<file path="src/rtl/analog_axis_pkg.sv">
// analog_axis_pkg
// Shared types and arithmetic helpers for the analog-axis emulator.
//   axis_state_t : per-channel mode (IDLE passthrough, MOUSE, RAMP)
//   clamp_step   : limits a signed delta to +/-lim
//   sat_add      : signed add that saturates to an aw-bit signed range
package analog_axis_pkg;

    typedef enum logic [1:0] {
        IDLE  = 2'd0,
        MOUSE = 2'd1,
        RAMP  = 2'd2
    } axis_state_t;

    function automatic int clamp_step(input int d, input int lim);
        if (d > lim)
            return lim;
        if (d < -lim)
            return -lim;
        return d;
    endfunction

    function automatic int sat_add(input int a, input int b, input int aw);
        int hi;
        int lo;
        int s;
        hi = (1 << (aw - 1)) - 1;
        lo = -(1 << (aw - 1));
        s  = a + b;
        if (s > hi)
            return hi;
        if (s < lo)
            return lo;
        return s;
    endfunction

endpackage

</file>
<file path="src/rtl/analog_axis_chan.sv">
// analog_axis_chan
// One controller channel: IDLE/MOUSE/RAMP state machine, signed X/Y
// accumulators (AW+1 bits, kept inside the AW-bit range) and the
// registered channel outputs.
// Optional feature macro: AXIS_DIGITAL_RAMP_EN (enables RAMP and dig handling).
// Ports:
//   CLK_VIDEO, reset : clock, synchronous active-high reset
//   stb              : one-cycle pulse, a mouse packet addressed to this channel
//   dx, dy           : 9-bit signed mouse deltas of that packet
//   btn              : mouse buttons of that packet
//   ana              : real stick {Y,X}
//   dig              : digital directions {U,D,L,R}
//   halt, tick       : core halted, shared ramp tick
//   ax_out, ay_out   : signed axis outputs
//   btn_out          : buttons, zero outside MOUSE
//   emu_act          : channel is in MOUSE or RAMP
module analog_axis_chan
    import analog_axis_pkg::*;
#(
    parameter int AW        = 8,
    parameter int MAX_STEP  = 10,
    parameter int RAMP_STEP = 2
) (
    input  logic              CLK_VIDEO,
    input  logic              reset,
    input  logic              stb,
    input  logic signed [8:0] dx,
    input  logic signed [8:0] dy,
    input  logic [1:0]        btn,
    input  logic [2*AW-1:0]   ana,
    input  logic [3:0]        dig,
    input  logic              halt,
    input  logic              tick,
    output logic [AW-1:0]     ax_out,
    output logic [AW-1:0]     ay_out,
    output logic [1:0]        btn_out,
    output logic              emu_act
);

    localparam int AW1 = AW + 1;

    axis_state_t        state, state_n;
    logic signed [AW:0] accx, accy, accx_n, accy_n;
    logic [1:0]         btn_n;
    logic               ovr;

    assign ovr = halt || (ana != '0);

`ifdef AXIS_DIGITAL_RAMP_EN
    // Pressed direction ramps away from centre; a released axis returns
    // toward 0 by at most RAMP_STEP; both opposite directions hold.
    function automatic int ramp_axis(input int a, input logic pos, input logic neg);
        if (pos && neg)
            return a;
        if (pos)
            return sat_add(a, RAMP_STEP, AW);
        if (neg)
            return sat_add(a, -RAMP_STEP, AW);
        if (a > RAMP_STEP)
            return a - RAMP_STEP;
        if (a < -RAMP_STEP)
            return a + RAMP_STEP;
        return 0;
    endfunction
`else
    logic unused_ramp;
    assign unused_ramp = ^{dig, tick};
`endif

    always_comb begin
        state_n = state;
        accx_n  = accx;
        accy_n  = accy;
        btn_n   = btn_out;
        if (ovr) begin
            // Override beats any strobe or tick arriving in the same cycle.
            state_n = IDLE;
            accx_n  = '0;
            accy_n  = '0;
        end else if (stb) begin
            state_n = MOUSE;
            accx_n  = AW1'(sat_add(int'(accx), clamp_step(int'(dx), MAX_STEP), AW));
            accy_n  = AW1'(sat_add(int'(accy), clamp_step(int'(dy), MAX_STEP), AW));
            btn_n   = btn;
        end else begin
            case (state)
                IDLE: begin
`ifdef AXIS_DIGITAL_RAMP_EN
                    if (dig != '0)
                        state_n = RAMP;
`endif
                end
                MOUSE: ;
                RAMP: begin
`ifdef AXIS_DIGITAL_RAMP_EN
                    if (accx == '0 && accy == '0 && dig == '0) begin
                        state_n = IDLE;
                    end else if (tick) begin
                        accx_n = AW1'(ramp_axis(int'(accx), dig[0], dig[1]));
                        accy_n = AW1'(ramp_axis(int'(accy), dig[3], dig[2]));
                    end
`else
                    state_n = IDLE;
`endif
                end
                default: state_n = IDLE;
            endcase
        end
        if (state_n != MOUSE)
            btn_n = '0;
    end

    always_ff @(posedge CLK_VIDEO) begin
        if (reset) begin
            state   <= IDLE;
            accx    <= '0;
            accy    <= '0;
            ax_out  <= '0;
            ay_out  <= '0;
            btn_out <= '0;
            emu_act <= 1'b0;
        end else begin
            state   <= state_n;
            accx    <= accx_n;
            accy    <= accy_n;
            btn_out <= btn_n;
            emu_act <= (state_n != IDLE);
            if (halt) begin
                ax_out <= '0;
                ay_out <= '0;
            end else if (state_n == IDLE) begin
                ax_out <= ana[AW-1:0];
                ay_out <= ana[2*AW-1:AW];
            end else begin
                ax_out <= accx_n[AW-1:0];
                ay_out <= accy_n[AW-1:0];
            end
        end
    end

endmodule

</file>
<file path="src/rtl/analog_axis_emu.sv">
// analog_axis_emu
// Per-channel analog-axis generator: passes real sticks through, or
// synthesises axes from PS/2 mouse deltas, or ramps from digital input.
// Optional feature macro: AXIS_DIGITAL_RAMP_EN (digital ramp + tick counter).
// Ports:
//   CLK_VIDEO, reset : clock, synchronous active-high reset
//   mouse_pkt        : PS/2 packet, [24] toggles once per new packet
//   mouse_sel        : channel receiving mouse packets
//   ana_in           : real sticks, per channel {Y,X}
//   dig_in           : digital directions, per channel {U,D,L,R}
//   halt             : forces every channel to IDLE with zero outputs
//   ax_out, ay_out   : signed axis values per channel
//   btn_out          : mouse buttons per channel
//   emu_act          : channel is emulating (MOUSE or RAMP)
module analog_axis_emu
    import analog_axis_pkg::*;
#(
    parameter int NCH       = 2,
    parameter int AW        = 8,
    parameter int MAX_STEP  = 10,
    parameter int RAMP_DIV  = 4096,
    parameter int RAMP_STEP = 2
) (
    input  logic                                CLK_VIDEO,
    input  logic                                reset,
    input  logic [24:0]                         mouse_pkt,
    input  logic [((NCH > 1) ? $clog2(NCH) : 1)-1:0] mouse_sel,
    input  logic [NCH*2*AW-1:0]                 ana_in,
    input  logic [NCH*4-1:0]                    dig_in,
    input  logic                                halt,
    output logic [NCH*AW-1:0]                   ax_out,
    output logic [NCH*AW-1:0]                   ay_out,
    output logic [NCH*2-1:0]                    btn_out,
    output logic [NCH-1:0]                      emu_act
);

    localparam int SW = (NCH > 1) ? $clog2(NCH) : 1;

    logic              strb_copy;
    logic              stb_q;
    logic [SW-1:0]     sel_q;
    logic signed [8:0] dx_q, dy_q;
    logic [1:0]        btn_q;
    logic              tick;
    logic [NCH*4-1:0]  dig_int;
    logic              unused_pkt;

    assign unused_pkt = ^{mouse_pkt[16], mouse_pkt[8], mouse_pkt[7:6], mouse_pkt[3:2]};

    // Packet is captured on the edge that sees the toggle; channels apply
    // it one edge later. Reset reloads the copy so a toggle during reset
    // never produces an update.
    always_ff @(posedge CLK_VIDEO) begin
        if (reset) begin
            strb_copy <= mouse_pkt[24];
            stb_q     <= 1'b0;
            sel_q     <= '0;
            dx_q      <= '0;
            dy_q      <= '0;
            btn_q     <= '0;
        end else begin
            strb_copy <= mouse_pkt[24];
            stb_q     <= (mouse_pkt[24] != strb_copy);
            sel_q     <= mouse_sel;
            dx_q      <= {mouse_pkt[4], mouse_pkt[4], mouse_pkt[15:9]};
            dy_q      <= {mouse_pkt[5], mouse_pkt[5], mouse_pkt[23:17]};
            btn_q     <= mouse_pkt[1:0];
        end
    end

`ifdef AXIS_DIGITAL_RAMP_EN
    localparam int CW = (RAMP_DIV > 1) ? $clog2(RAMP_DIV) : 1;
    logic [CW-1:0] tick_cnt;

    assign tick    = (tick_cnt == CW'(RAMP_DIV - 1));
    assign dig_int = dig_in;

    always_ff @(posedge CLK_VIDEO) begin
        if (reset || tick)
            tick_cnt <= '0;
        else
            tick_cnt <= tick_cnt + 1'b1;
    end
`else
    assign tick    = 1'b0;
    assign dig_int = '0;
`endif

    for (genvar i = 0; i < NCH; i++) begin : g_chan
        analog_axis_chan #(
            .AW        (AW),
            .MAX_STEP  (MAX_STEP),
            .RAMP_STEP (RAMP_STEP)
        ) u_chan (
            .CLK_VIDEO (CLK_VIDEO),
            .reset     (reset),
            .stb       (stb_q && (sel_q == SW'(i))),
            .dx        (dx_q),
            .dy        (dy_q),
            .btn       (btn_q),
            .ana       (ana_in[i*2*AW +: 2*AW]),
            .dig       (dig_int[i*4 +: 4]),
            .halt      (halt),
            .tick      (tick),
            .ax_out    (ax_out[i*AW +: AW]),
            .ay_out    (ay_out[i*AW +: AW]),
            .btn_out   (btn_out[i*2 +: 2]),
            .emu_act   (emu_act[i])
        );
    end

endmodule
</file>
<file path="config.mk">
export PLATFORM = sky130hd
export DESIGN_NAME = analog_axis_emu
export DESIGN_NICKNAME = d
export VERILOG_FILES = /design/src/rtl/analog_axis_pkg.sv /design/src/rtl/analog_axis_chan.sv /design/src/rtl/analog_axis_emu.sv
export SDC_FILE = /design/constraint.sdc
export NUM_CORES = 1
export LEC_CHECK = 0
export ABC_AREA = 1
export ABC_CLOCK_PERIOD_IN_PS = 5850
export BUFFER_PORTS_ARGS = -buffer_cell sky130_fd_sc_hd__buf_2
export CORE_ASPECT_RATIO = 1.75
export CORE_MARGIN = 8
export CORE_UTILIZATION = 40
export DETAILED_ROUTE_END_ITERATION = 8
export MAX_ROUTING_LAYER = met4
export PLACE_DENSITY_LB_ADDON = 0.08
export SYNTH_ARGS = -nofsm -noshare
export SYNTH_HDL_FRONTEND = slang
export SYNTH_HIERARCHICAL = 1
export SYNTH_SLANG_ARGS = --single-unit
</file>
<file path="constraint.sdc">
create_clock -name CLK_VIDEO -period 5.85 [get_ports CLK_VIDEO]
set_input_delay 1.17 -clock CLK_VIDEO [delete_from_list [all_inputs] [get_ports CLK_VIDEO]]
set_output_delay 1.17 -clock CLK_VIDEO [all_outputs]
set_load 0.02 [all_outputs]
</file>
# After elaboration in Yosys (flattened, before gate mapping)
# Index checks and enable logic that the tools add are counted.
[word_totals]
output_inout_bits = 38
word_cells = 175
register_bits = 99
[classes]
magnitude_cmp = 12
eq_ne = 5
mux = 106
n_addsub = 4
n_reduce_logical = 21
n_bitwise = 3
[ops]
columns = ["cell", "count"]
rows = [
  ["$mux W32", 18],
  ["$add A9 B32 Y32", 4],
  ["$gt A32 B8 Y1 const B", 4],
  ["$lt A32 B8 Y1 const B", 4],
  ["$mux W9", 12],
  ["$mux W8", 12],
  ["$mux W1", 52],
  ["$reduce_bool A16 Y1", 2],
  ["$mux W7", 4],
  ["$gt A8 B5 Y1 const B", 2],
  ["$lt A8 B5 Y1 const B", 2],
  ["$reduce_or A2 Y1", 7],
  ["$mux W2", 6],
  ["$logic_not A2 Y1", 4],
  ["$mux W4", 2],
  ["$eq A2 B1 Y1 const B", 2],
  ["$ne A2 B1 Y1 const B", 2],
  ["$reduce_and A2 Y1", 2],
  ["$reduce_bool A2 Y1", 2],
  ["$not A1 Y1", 3],
  ["$logic_and A1 B1 Y1", 2],
  ["$logic_or A1 B1 Y1", 2],
  ["$ne A1 B1 Y1", 1],
]

# Longest topological paths before layout
[logic_depth]
word_depth = 24
ltp_mapped = 27

# Hierarchy
# The synthesis kept the hierarchy.
[by_module_without_submodules]
columns = ["module", "area_per_inst_um2", "cells_per_inst", "seq_area_each_um2", "instances"]
rows = [
  ["analog_axis_chan at g_chan[0].u_chan", 3731.1, 581, 780.7, 1],
  ["analog_axis_chan at g_chan[1].u_chan", 3669.8, 566, 780.7, 1],
  ["analog_axis_emu", 621.8, 71, 420.4, 1],
]

# Worst setup path before layout
# OpenSTA, ideal clock, no wires.
[synth_timing]
path_type = "register to register"
start = "register dy_q[7] (netlist name)"
end = "register g_chan[0].u_chan.ay_out[0]"
arrival_time_ns = 4.007
stages_incl_launch_ff = 24
n_path_buf = 0
required_time_ns = 5.784
period_less_slack_ns = 4.073
slack_ns = 1.777
path_cell_list = "dfxtp_1 -> nand4_1 -> a211o_1 -> ha_1 -> inv_1 -> nand2_1 -> nor2_1 -> ha_1 -> inv_1 -> fa_1 -> nor2_1 -> nor2_1 -> o31ai_1 -> a21oi_1 -> fa_1 -> nor4_1 -> nand3_1 -> nor2_1 -> nand2_1 -> nand2_1 -> a21oi_1 -> nand2_1 -> nand2_2 -> a21oi_2"
[synth_via]
elab_chain_cells = 20
[synth_rtl]
columns = ["item", "line_no", "text"]
rows = [
  ["$lt A8 B5 Y1", "analog_axis_pkg.sv:17", "if (d < -lim)"],
  ["$mux W1 (2 in a row)", "analog_axis_pkg.sv:17", ""],
  ["$mux W1", "analog_axis_chan.sv:80", "end else if (stb) begin"],
  ["$mux W1", "analog_axis_chan.sv:75", "if (ovr) begin"],
  ["$mux W32", "analog_axis_pkg.sv:19", "return d;"],
  ["$mux W32 (*)", "analog_axis_pkg.sv:17", ""],
  ["$mux W32 (*)", "analog_axis_chan.sv:80", ""],
  ["$mux W32 (*)", "analog_axis_chan.sv:75", ""],
  ["[... 2 more ...]", "--", ""],
  ["$mux W1 (2 in a row)", "analog_axis_pkg.sv:31", "if (s < lo)"],
  ["$mux W1", "analog_axis_chan.sv:80", ""],
  ["$mux W1", "analog_axis_chan.sv:75", ""],
  ["$mux W9", "analog_axis_pkg.sv:33", "return s;"],
  ["$mux W9 (*)", "analog_axis_pkg.sv:31", ""],
  ["$mux W8 (*)", "analog_axis_chan.sv:80", ""],
  ["$mux W8 (*)", "analog_axis_chan.sv:75", ""],
  ["$mux W8 (*)", "analog_axis_chan.sv:131", "end else if (state_n == IDLE) begin"],
  ["end signal: assignment", "analog_axis_chan.sv:133", "ay_out <= ana[2*AW-1:AW];"],
  ["end signal: assignment", "analog_axis_chan.sv:136", "ay_out <= accy_n[AW-1:0];"],
  ["end: declaration", "analog_axis_chan.sv:35", "output logic [AW-1:0] ay_out,"],
]
# Every way passes the cells marked *; elsewhere a longest branch is shown, timed or not. The select of a mux whose other input is x is not followed.
# A chain may end at the register's enable or synchronous reset.

# Worst setup path in the final report
[layout_timing]
start = "register dy_q[7] (netlist name)"
end = "register g_chan[1].u_chan.ay_out[1]"
[layout_via]
elab_chain_cells = 20
[layout_rtl]
columns = ["item", "line_no"]
rows = [
  ["$lt A8 B5 Y1", "analog_axis_pkg.sv:17"],
  ["$mux W1 (2 in a row)", "analog_axis_pkg.sv:17"],
  ["$mux W1", "analog_axis_chan.sv:80"],
  ["$mux W1", "analog_axis_chan.sv:75"],
  ["$mux W32", "analog_axis_pkg.sv:19"],
  ["$mux W32 (*)", "analog_axis_pkg.sv:17"],
  ["$mux W32 (*)", "analog_axis_chan.sv:80"],
  ["$mux W32 (*)", "analog_axis_chan.sv:75"],
  ["[... 2 more ...]", "--"],
  ["$mux W1 (2 in a row)", "analog_axis_pkg.sv:31"],
  ["$mux W1", "analog_axis_chan.sv:80"],
  ["$mux W1", "analog_axis_chan.sv:75"],
  ["$mux W9", "analog_axis_pkg.sv:33"],
  ["$mux W9 (*)", "analog_axis_pkg.sv:31"],
  ["$mux W8 (*)", "analog_axis_chan.sv:80"],
  ["$mux W8 (*)", "analog_axis_chan.sv:75"],
  ["$mux W8 (*)", "analog_axis_chan.sv:131"],
  ["end signal: assignment", "analog_axis_chan.sv:133"],
  ["end signal: assignment", "analog_axis_chan.sv:136"],
  ["end: declaration", "analog_axis_chan.sv:35"],
]
# Marked as above.

==> results.json <==
{
  "globalplace.congestion": 0.898,
  "pre_cts_ws_ns": 0.955,
  "hold_end": "g_chan[1].u_chan/btn_out[1]",
  "grt_antenna_before_repair": 0,
  "sw_frac_of_total_pct": 30.0,
  "final_area_um2": 9000,
  "clk-insertion-delay-late_ns": 0.36,
  "cp_max_fo": 10,
  "vias_per_cell": 4.90,
  "synthCells": 1217,
  "ios": 107,
  "synthesis.nets": 1374,
  "globalRouteTotalUtil_pct": 18.4,
  "area_growth_pct": 12.2,
  "postRouteAntennaNets": 0,
  "ir_drop_uv": 160,
  "rows": 68,
  "htreeDepth": 3,
  "tns_ns": 0,
  "cts-buffers-inserted": 9,
  "slowest_delay_ns": 0.51,
  "cts.sinks": 99,
  "clockPowerShare_pct": 38.7,
  "clock_path_buffers": 2,
  "core_area_um2": 19700,
  "start_util_pct": 40.6,
  "wl_per_cell_um": 14.1,
  "rsz0062_at_grt": "false",
  "power_switching_mw": 0.490,
  "hp-start": "g_chan[1].u_chan/btn_out[1]",
  "hold_violations": 0,
  "fin_crit_sh_pct": 83.7,
  "syn_avg_cell_area_um2": 6.59,
  "reg2reg_depth": 22,
  "layout.cells.non_filler": 1553,
  "crit_chain": "nand4_1, a211o_1, ha_1, inv_1, nand2_1, nor2_1, ha_1, inv_1, fa_1, nor2_1, nor2_1, o31ai_1, fa_1, or2_2, nor4_1, nand2_1, a21oi_1, nand2_1, nand2_1, nand2_1, nand2_1, a21oi_2",
  "first_global_vias": 7737,
  "cts_tree": "done",
  "seqPwrFrac_pct": 43.0,
  "routed_wl_mm": 21.8,
  "yosysWarningCount": 6,
  "worstMarginPinSlew_ns": 0.790,
  "endpoint_kind": "flip-flop",
  "slew_headroom_pct": 47.2,
  "fin_skew_ns": 0.00880,
  "fin_ws_ns": 0.954,
  "hold_path_depth": 2,
  "cp.arrival_ns": 5.13,
  "grt_pass1_wl_mm": 36.0,
  "setup_viol_count_final": 0,
  "die_w_um": 123,
  "place_inst": 1537,
  "netlist_area_um2": 8020,
  "final_nets": 1460,
  "numPortBuffers": 92,
  "die-area_um2": 25000,
  "slowest_stage": "dfxtp_1",
  "grt_overflow": 0,
  "dp_hpwl_mm": 18.0,
  "clk_pin_slew_ns": 0.07,
  "cts-root-buf": "clkbuf_16",
  "period_minus_slack_ns": 4.90,
  "p_int_mw": 1.15,
  "fill_cells": 2177,
  "timing.rr.end": "g_chan[1].u_chan/ay_out[1]",
  "grt_max_degree": 46,
  "place_area_um2": 8690,
  "worstHoldPathType": "reg -> reg",
  "post_cts_buffers": 0,
  "post-route-util_pct": 45.6,
  "worstSetupStartpointType": "flip-flop",
  "power.leakage_nw": 4.44,
  "fmax_mhz": 204,
  "combinationalPowerShare_pct": 18.3,
  "required_ns": 6.09,
  "drive_above_1_share_pct": 12.3,
  "die_y_um": 203,
  "path_class": "reg -> reg",
  "fin_hold_ws_ns": 0.453,
  "drc": 0,
  "drtIter0Drc": 273,
  "power.total_mw": 1.63,
  "status": "finished clean",
  "post_cts_resized": 0,
  "multi_input_area_um2": 5190,
  "drv_cap": 0,
  "r2r_slack_ns": 0.95,
  "dr_total_vias": 7610,
  "postCtsHoldBufs": 0,
  "diodes": 0,
  "final-max-slew-violation-count": 0,
  "reg2reg_from": "dy_q[7]",
  "first_pass_iters": 4,
  "regArea_um2": 1980,
  "crit_top_cell": "nand2_1",
  "p_per_area_nw_per_um2": 182
}
==> cells in the final DEF (no fill, tap or decap), types with 9 or more instances in the layout <==
cell type	count
nand4_1	21
o21ai_0	32
nand2_1	295
clkbuf_16	9
nand3_1	67
inv_1	181
nand2_2	14
ha_1	40
nor2_1	213
fa_1	48
a21oi_2	17
a21oi_1	80
buf_2	92
nor3_1	11
nor4_1	16
o21ai_1	15
dfxtp_1	99
==> routing by layer <==
| metal | track usage [%] | vias up | wire length [um] |
|---|---|---|---|
| met5 | - | - | 0 |
| met4 | 6.27 | 0 | 487 |
| met3 | 2.58 | 24 | 718 |
| met2 | 35.1 | 110 | 12000 |
| met1 | 18.4 | 3477 | 8610 |
| li1 | - | 3999 | - |
==> power by group through the flow <==
| stage | combinational [mW] | sequential (mW) | clock [mW] |
|---|---|---|---|
| after floorplan | 0.200 | 0.727 | 0 |
| after global placement | 0.298 | 0.720 | 0 |
| after detailed placement | 0.300 | 0.720 | 0 |
| after CTS | 0.302 | 0.704 | 0.655 |
| after global routing | 0.342 | 0.706 | 0.680 |
| final | 0.299 | 0.704 | 0.632 |
==> critical path: cells and delay by family (launching register included) <==
family                   cells  cell delay (ns)
flip-flops                   1             0.51
AO/OA/AOI/OAI                4             0.81
AND/OR/NAND/NOR             12             1.88
buffers and inverters        2             0.15
adder cells (fa/ha/maj)      4             1.43
==> sequential cells by signal, indices dropped and copies added (netlist names) <==
register and flops:
btn_q 2, dx_q 8, dy_q 8, g_chan.u_chan/accx 18
g_chan.u_chan/accy 18, g_chan.u_chan/ax_out 16, g_chan.u_chan/ay_out 16, g_chan.u_chan/btn_out 4
g_chan.u_chan/emu_act 2, g_chan.u_chan/state 4, sel_q 1, stb_q 1
strb_copy 1
==> how the worst max path moves through the flow <==
stage / slack, ns / startpoint / to
CTS: 0.94 / dy_q[7] / g_chan[1].u_chan/ay_out[0]
floorplan: 1.78 / dy_q[7] / g_chan[0].u_chan/ay_out[0]
global placement: 0.97 / dy_q[7] / g_chan[0].u_chan/ay_out[1]
detailed placement: 0.95 / dy_q[7] / g_chan[1].u_chan/ay_out[0]
global route: 0.44 / dy_q[7] / g_chan[0].u_chan/ay_out[1]
finish: 0.95 / dy_q[7] / g_chan[1].u_chan/ay_out[1]
==> final cells by class <==
class / instances / share of cell area, %
repair buffers: 98 / 5.62
multi-input cells: 908 / 57.7
well taps: 245 / 3.41
inverters: 187 / 7.83
clock buffers: 10 / 2.66
clock inverters: 6 / 0.793
flip-flops and latches: 99 / 22.0
No activity file was read; power rests on OpenSTA's default activity.
